## config.mk

```make
export PLATFORM = sky130hd
export DESIGN_NAME = regfile_write_arbiter_flat
export DESIGN_NICKNAME = d
export VERILOG_FILES = /design/src/rtl/regfile_write_arbiter_pkg.sv /design/src/rtl/regfile_write_arbiter_if.sv /design/src/rtl/regfile_write_arbiter_rr_arbiter.sv /design/src/rtl/regfile_write_arbiter.sv /design/src/flat_wrapper.sv
export SDC_FILE = /design/constraint.sdc
export NUM_CORES = 1
export LEC_CHECK = 0
export CORE_AREA = 2 2 207 209
export DETAILED_ROUTE_END_ITERATION = 12
export DIE_AREA = 0 0 209 211
export SYNTH_ARGS = -nofsm -noshare
export SYNTH_HDL_FRONTEND = slang
export SYNTH_SLANG_ARGS = --single-unit
```

## constraint.sdc

```tcl
create_clock -name clk -period 27.7 [get_ports clk]
set_clock_uncertainty 0.2 [all_clocks]
set_input_delay 5.54 -clock clk [delete_from_list [all_inputs] [get_ports clk]]
set_output_delay 5.54 -clock clk [all_outputs]
set_load 0.01 [all_outputs]
```

## src/rtl/regfile_write_arbiter_pkg.sv

```systemverilog
// Shared VLIW core types: functional-unit count and register-file geometry.
package vliw_pkg;
    localparam int NUM_FU     = 4;
    localparam int REG_ADDR_W = 5;
    localparam int REG_DATA_W = 64;
    localparam int FU_ID_W    = $clog2(NUM_FU);

    typedef logic [FU_ID_W-1:0]    fu_id_t;
    typedef logic [REG_ADDR_W-1:0] reg_addr_t;
    typedef logic [REG_DATA_W-1:0] reg_data_t;
endpackage

```

## src/rtl/regfile_write_arbiter_if.sv

```systemverilog
// FU request / back-pressure bundle and register-file write port.
// master = functional-unit side, slave = the write arbiter.
interface regfile_write_arbiter_if #(
    parameter int NUM_FU = 4,
    parameter int DATA_W = 64,
    parameter int ADDR_W = 5
);
    localparam int ID_W = $clog2(NUM_FU);

    logic [NUM_FU-1:0]        req_valid;
    logic [NUM_FU*ADDR_W-1:0] req_addr;
    logic [NUM_FU*DATA_W-1:0] req_data;
    logic [NUM_FU-1:0]        fu_stall;
    logic                     bundle_stall;
    logic                     rf_we;
    logic [ADDR_W-1:0]        rf_waddr;
    logic [DATA_W-1:0]        rf_wdata;
    logic [ID_W-1:0]          grant_id;
    logic                     waw_error;

    modport master (
        output req_valid, req_addr, req_data,
        input  fu_stall, bundle_stall, rf_we, rf_waddr, rf_wdata, grant_id, waw_error
    );

    modport slave (
        input  req_valid, req_addr, req_data,
        output fu_stall, bundle_stall, rf_we, rf_waddr, rf_wdata, grant_id, waw_error
    );
endinterface

```

## src/rtl/regfile_write_arbiter_rr_arbiter.sv

```systemverilog
// Combinational round-robin arbiter: first request at or after ptr_i,
// ascending with wrap-around. Reusable for read-port sharing.
module rr_arbiter #(
    parameter  int N  = 4,
    localparam int IW = $clog2(N)
) (
    input  logic [N-1:0]  req_i,
    input  logic [IW-1:0] ptr_i,
    output logic [N-1:0]  gnt_o,
    output logic [IW-1:0] idx_o,
    output logic          any_o
);
    // Scan N positions starting at the pointer; the first hit wins.
    always_comb begin
        int pos;
        gnt_o = '0;
        idx_o = '0;
        any_o = 1'b0;
        pos   = 0;
        for (int k = 0; k < N; k++) begin
            pos = int'(ptr_i) + k;
            if (pos >= N) pos = pos - N;
            if (!any_o && req_i[pos]) begin
                gnt_o[pos] = 1'b1;
                idx_o      = IW'(pos);
                any_o      = 1'b1;
            end
        end
    end
endmodule

```

## src/rtl/regfile_write_arbiter.sv

```systemverilog
// Register-file write-port sharing: one holding buffer per FU, drained one
// per cycle in round-robin order, with per-FU and bundle back-pressure and a
// sticky write-after-write conflict flag.
module regfile_write_arbiter
    import vliw_pkg::*;
#(
    parameter int NUM_FU = vliw_pkg::NUM_FU,
    parameter int DATA_W = vliw_pkg::REG_DATA_W,
    parameter int ADDR_W = vliw_pkg::REG_ADDR_W
) (
    input logic                    clk,
    input logic                    rst,
    regfile_write_arbiter_if.slave bus
);
    localparam int IW = $clog2(NUM_FU);

    logic [NUM_FU-1:0]             pend_q, pend_d;
    logic [NUM_FU-1:0][ADDR_W-1:0] addr_q, addr_d, req_addr;
    logic [NUM_FU-1:0][DATA_W-1:0] data_q, data_d, req_data;
    logic [IW-1:0]                 rr_q, rr_d;
    logic                          waw_q, waw_d;

    logic [NUM_FU-1:0]             gnt_oh, stall, load;
    logic [IW-1:0]                 gnt_idx;
    logic                          gnt_any;

    assign req_addr = bus.req_addr;
    assign req_data = bus.req_data;

    rr_arbiter #(.N(NUM_FU)) u_arb (
        .req_i (pend_q),
        .ptr_i (rr_q),
        .gnt_o (gnt_oh),
        .idx_o (gnt_idx),
        .any_o (gnt_any)
    );

    // A full buffer only blocks its FU when it is not draining this cycle.
    assign stall = bus.req_valid & pend_q & ~gnt_oh;

    // x0 writes are accepted but never occupy a buffer.
    for (genvar i = 0; i < NUM_FU; i++) begin : g_load
        assign load[i] = bus.req_valid[i] & ~stall[i] & (req_addr[i] != '0);
    end

    // Buffer next state: drain the granted entry, then refill from accepts.
    always_comb begin
        pend_d = (pend_q & ~gnt_oh) | load;
        addr_d = addr_q;
        data_d = data_q;
        for (int i = 0; i < NUM_FU; i++) begin
            if (load[i]) begin
                addr_d[i] = req_addr[i];
                data_d[i] = req_data[i];
            end
        end
    end

    // Pointer moves just past the granted FU; holds when idle.
    always_comb begin
        rr_d = rr_q;
        if (gnt_any) rr_d = (int'(gnt_idx) == NUM_FU - 1) ? '0 : gnt_idx + IW'(1);
    end

    // Flag two live entries (after this edge) aimed at the same register.
    always_comb begin
        logic hit;
        hit = 1'b0;
        for (int i = 0; i < NUM_FU; i++) begin
            for (int j = i + 1; j < NUM_FU; j++) begin
                if (pend_d[i] && pend_d[j] && addr_d[i] == addr_d[j] && addr_d[i] != '0)
                    hit = 1'b1;
            end
        end
        waw_d = waw_q | hit;
    end

    // State registers; reset discards every pending write.
    always_ff @(posedge clk or posedge rst) begin
        if (rst) begin
            pend_q <= '0;
            addr_q <= '0;
            data_q <= '0;
            rr_q   <= '0;
            waw_q  <= 1'b0;
        end else begin
            pend_q <= pend_d;
            addr_q <= addr_d;
            data_q <= data_d;
            rr_q   <= rr_d;
            waw_q  <= waw_d;
        end
    end

    assign bus.rf_we        = gnt_any;
    assign bus.rf_waddr     = gnt_any ? addr_q[gnt_idx] : '0;
    assign bus.rf_wdata     = gnt_any ? data_q[gnt_idx] : '0;
    assign bus.grant_id     = gnt_idx;
    assign bus.fu_stall     = stall;
    assign bus.bundle_stall = |stall;
    assign bus.waw_error    = waw_q;
endmodule
```

## src/flat_wrapper.sv

```systemverilog
// flat-port wrapper written by rule: the top's interface ports become plain ports
module regfile_write_arbiter_flat import vliw_pkg::*;
#(
    parameter int NUM_FU = vliw_pkg::NUM_FU,
    parameter int DATA_W = vliw_pkg::REG_DATA_W,
    parameter int ADDR_W = vliw_pkg::REG_ADDR_W
)
  (clk, rst, bus_req_valid, bus_req_addr, bus_req_data, bus_fu_stall, bus_bundle_stall, bus_rf_we, bus_rf_waddr, bus_rf_wdata, bus_grant_id, bus_waw_error);
  regfile_write_arbiter_if #(.NUM_FU(NUM_FU), .DATA_W(DATA_W), .ADDR_W(ADDR_W)) bus_i ();
  input logic clk;
  input logic rst;
  input wire logic [$bits(bus_i.req_valid)-1:0] bus_req_valid;
  input wire logic [$bits(bus_i.req_addr)-1:0] bus_req_addr;
  input wire logic [$bits(bus_i.req_data)-1:0] bus_req_data;
  output wire logic [$bits(bus_i.fu_stall)-1:0] bus_fu_stall;
  output wire logic [$bits(bus_i.bundle_stall)-1:0] bus_bundle_stall;
  output wire logic [$bits(bus_i.rf_we)-1:0] bus_rf_we;
  output wire logic [$bits(bus_i.rf_waddr)-1:0] bus_rf_waddr;
  output wire logic [$bits(bus_i.rf_wdata)-1:0] bus_rf_wdata;
  output wire logic [$bits(bus_i.grant_id)-1:0] bus_grant_id;
  output wire logic [$bits(bus_i.waw_error)-1:0] bus_waw_error;
  assign bus_i.req_valid = bus_req_valid;
  assign bus_i.req_addr = bus_req_addr;
  assign bus_i.req_data = bus_req_data;
  assign bus_fu_stall = bus_i.fu_stall;
  assign bus_bundle_stall = bus_i.bundle_stall;
  assign bus_rf_we = bus_i.rf_we;
  assign bus_rf_waddr = bus_i.rf_waddr;
  assign bus_rf_wdata = bus_i.rf_wdata;
  assign bus_grant_id = bus_i.grant_id;
  assign bus_waw_error = bus_i.waw_error;
  regfile_write_arbiter #(.NUM_FU(NUM_FU), .DATA_W(DATA_W), .ADDR_W(ADDR_W)) u_core (.clk(clk), .rst(rst), .bus(bus_i));
endmodule
```

==> impl_metrics.ini <==
[status]
status = complete, no violations

[cts]
cts_setup_buffers = 0
clock_sinks = 283
insertion_delay_ps = 540
cts-htree-levels = 2
cts_inserted_buffers = 35
post_cts_resized = 0
path_clk_slew_ps = 60
hold_buffers = 0
cts_tree = yes
clockBufferDepth = 3
clockRootBuffer = clkbuf_16

[sta]
rsz0062_at_grt = no
fmax_mhz = 76.55
min_period_ps = 13060
fin_crit_sh_pct = 47.16
finalSetupTns_ps = 0
slew_headroom_pct = 27.56
drv_slew = 0
finalSetupViolations = 0
hold_viol_final = 0
worstMarginPinSlew_ps = 1087

[worst_setup_path]
cp_max_fo = 7
critPathLaunchType = input pin
crit_slowest_cell = clkdlybuf4s50_1
cp_top_family = buffers and inverters
required_ps = 21960
crit_path_cell_trace = clkdlybuf4s50_1 > inv_1 > nor2_1 > or4_1 > clkdlybuf4s50_1
slowest_delay_ps = 550
worstPathArrival_ps = 7320
setup.worst_path.start = bus_req_valid[1]
end_kind = output port
path_common_cell = clkdlybuf4s50_1
path_class = in -> out
path_buf_inv = 3
worstReg2RegStart = u_core.rr_q[0]$_DFFE_PP0P_

[synth]
ys_warn_count = 0
ys.flop_type = dfrtp_1
synth_seq_cells = 283
seq_area_frac_synth_pct = 48.77
synth_area_per_cell_sq_um = 10.04
synth-edff-count = 0
syn-num-nets = 1738
syn_inst = 1447
synth_area_sq_um = 14520
ys_types = 67
async_flop_share_pct = 100.0

[detailed_routing]
viasPerCell = 5.165
drc = 0
first_pass_iters = 7
ant_nets = 0
drtIter0Drc = 777
routed_wl_mm = 49.90
wire_per_inst_microns = 21.39
via_count = 12050

[power_and_ir_drop]
p_int_uw = 1806
power_density_nw_per_um2 = 153.1
power_frac_comb_pct = 60.1
switching_share_pct = 40.18
clkPwrFrac_pct = 14.9
p_leak_uw = 0.008859
ir_drop_mv = 0.06665
p_sw_uw = 1213
p_seq_share_pct = 25.0

[global_routing]
grt_pass1_wl_mm = 76.19
grt.total_usage_pct = 22.65
grt_max_degree = 160
antenna_found_initial = 1
grt_overflow = 0
grt_pass1_vias = 12740

[floorplan]
start_util_pct = 34.77
core-area_sq_um = 41760
fp.dieArea_sq_um = 44100
die_w_microns = 209
row_count = 75
die_h_microns = 211
pin_count = 360

[min_path]
hold_path_class = reg -> reg
hp-start = u_core.data_q[54]$_DFFE_PP0N_

[job]
drv_cap = 0

[finish]
final_nets = 2058
fin_util_pct = 47.23
drive_above_1_share_pct = 13.55
layout.cells.non_filler = 2333
areaGrowthSynthToFinish_pct = 35.81

[placed_design]
gp_congestion = 0.8956
dpl.cell_count = 2269
io_buffers = 359
dp_hpwl_mm = 32.54
-- Yosys cell counts (5+ instances only) --
cell        n  share of area (%)
nand2_1   616                 16
dfrtp_1   283                 49
mux4_2     73                 11
and2_1     71                3.1
mux2_2     69                5.4
clkbuf_1   55                1.4
inv_1      27               0.70
buf_2      26               0.90
a21oi_1    12               0.41
a221oi_1   12               0.72
a211oi_1   11               0.57
o211ai_1   11               0.57
xnor2_1    11               0.66
nor4_1     10               0.43
ha_1        9               0.78
nand3_1     8               0.28
nand4_1     8               0.34
a32oi_1     7               0.42
nor2_1      7               0.18
and3_1      6               0.26
a211o_1     5               0.30
a21o_1      5               0.26
mux2i_1     5               0.34
nor2b_1     5               0.22
o41a_1      5               0.39
xor2_1      5               0.30
-- area by class of cell --
cell class	instances	area, sq um
inverter	30	121.4
fill	3954	22040
sequential	283	7082
timing repair buffer	371	3696
clock inverter	8	83.83
tap	539	674.4
clock buffer	55	1032
multi-input combinational	1046	7029
antenna	1	2.502
-- final timing paths --
kind,slack (ps),end,cells past startpoint
max,14640,bus_bundle_stall,5
max reg2reg,22230,u_core.bus.waw_error$_DFF_PP0_,11
min in group asynchronous,5360,u_core.data_q[245]$_DFFE_PP0N_,2
min,270,u_core.data_q[54]$_DFFE_PP0N_,2
max in group asynchronous,20370,u_core.data_q[21]$_DFFE_PP0N_,3
min reg2reg,270,u_core.data_q[54]$_DFFE_PP0N_,2
-- per-layer routing --
| metal | up-vias | GRT usage (%) | wire length, microns |
|---|---|---|---|
| met1 | 6018 | 28.85 | 21080 |
| li1 | 5559 | - | - |
| met5 | - | 0 | 0 |
| met3 | 75 | 5.888 | 3305 |
| met2 | 398 | 38.01 | 24270 |
| met4 | 0 | 6.823 | 1246 |
-- layout by cell type, fill, tap and decap left out, types with 4 or more instances in the layout --
cell               n
or2_2              4
o21ai_0            4
clkbuf_16         36
and2_1            71
ha_1               9
clkbuf_8           6
clkdlybuf4s50_1  359
a31o_2             4
inv_1             25
nor2_1             7
clkinv_2           5
clkbuf_1          13
dfrtp_1          283
xor2_1             5
a211o_1            5
a221oi_1          12
buf_4             11
mux2i_1            5
xnor2_1           11
and4_1             4
nand3_1            8
nor2b_1            4
a31oi_1            4
nand4_1            8
and3_1             6
a21o_1             4
a32oi_1            7
mux4_2            73
nand2_1          616
a21oi_1            9
o41a_1             5
mux2_2            69
nor4_1            10
a211oi_1          11
o211ai_1          11
-- worst reg2reg max path, stage by stage, from the launching register on --
cell	delay, ps
dfrtp_1	930
inv_1	370
ha_1	540
mux2_2	410
and4_1	280
nor3_2	510
a31o_4	790
mux2i_1	390
o211ai_1	130
a211o_1	280
a2111oi_1	420
a2111o_1	160
-- through the flow --
stage | setup WS (ps) | power, uW | hold WS, ps | cell area (sq um)
6_report | 14640 | 3020 | 267.3 | 19720
3_5_place_dp | 14620 | 2581 | 257.2 | 18600
3_3_place_gp | 14630 | 2565 | 252.8 | 18600
2_1_floorplan | 14150 | 1858 | 240.3 | 14520
4_1_cts | 14620 | 3046 | 271.3 | 19720
5_1_grt | 14550 | 3218 | 281.3 | 19720
-- cell families (layout without fill, tap and decap cells) --
| logic type | Yosys count | after routing | synth area share (%) |
|---|---|---|---|
| AO/OA/AOI/OAI | 113 | 113 | 6.557 |
| multiplexers | 147 | 147 | 17.02 |
| flip-flops | 283 | 283 | 48.77 |
| AND/OR/NAND/NOR | 761 | 761 | 22.46 |
| XOR/XNOR | 16 | 16 | 0.9650 |
| adder cells (fa/ha/maj) | 9 | 9 | 0.7755 |
| buffers and inverters | 118 | 464 | 3.455 |
| other | 0 | 1 | 0 |
-- registers in the layout, indices dropped and copies added, names as in the netlist --
signal and cells:
u_core.data_q 256, u_core.addr_q 20, u_core.pend_q 4, u_core.rr_q 2, u_core.bus.waw_error 1
-- power by group through the flow --
| stage | registers [uW] | clock network [uW] | logic, uW |
|---|---|---|---|
| detailed placement | 757 | 0 | 1820 |
| global placement | 747 | 0 | 1820 |
| CTS | 752 | 460 | 1830 |
| floorplan | 702 | 0 | 1160 |
| finish | 755 | 449 | 1820 |
| global route | 778 | 478 | 1960 |
(Power assumes the default switching activity.)
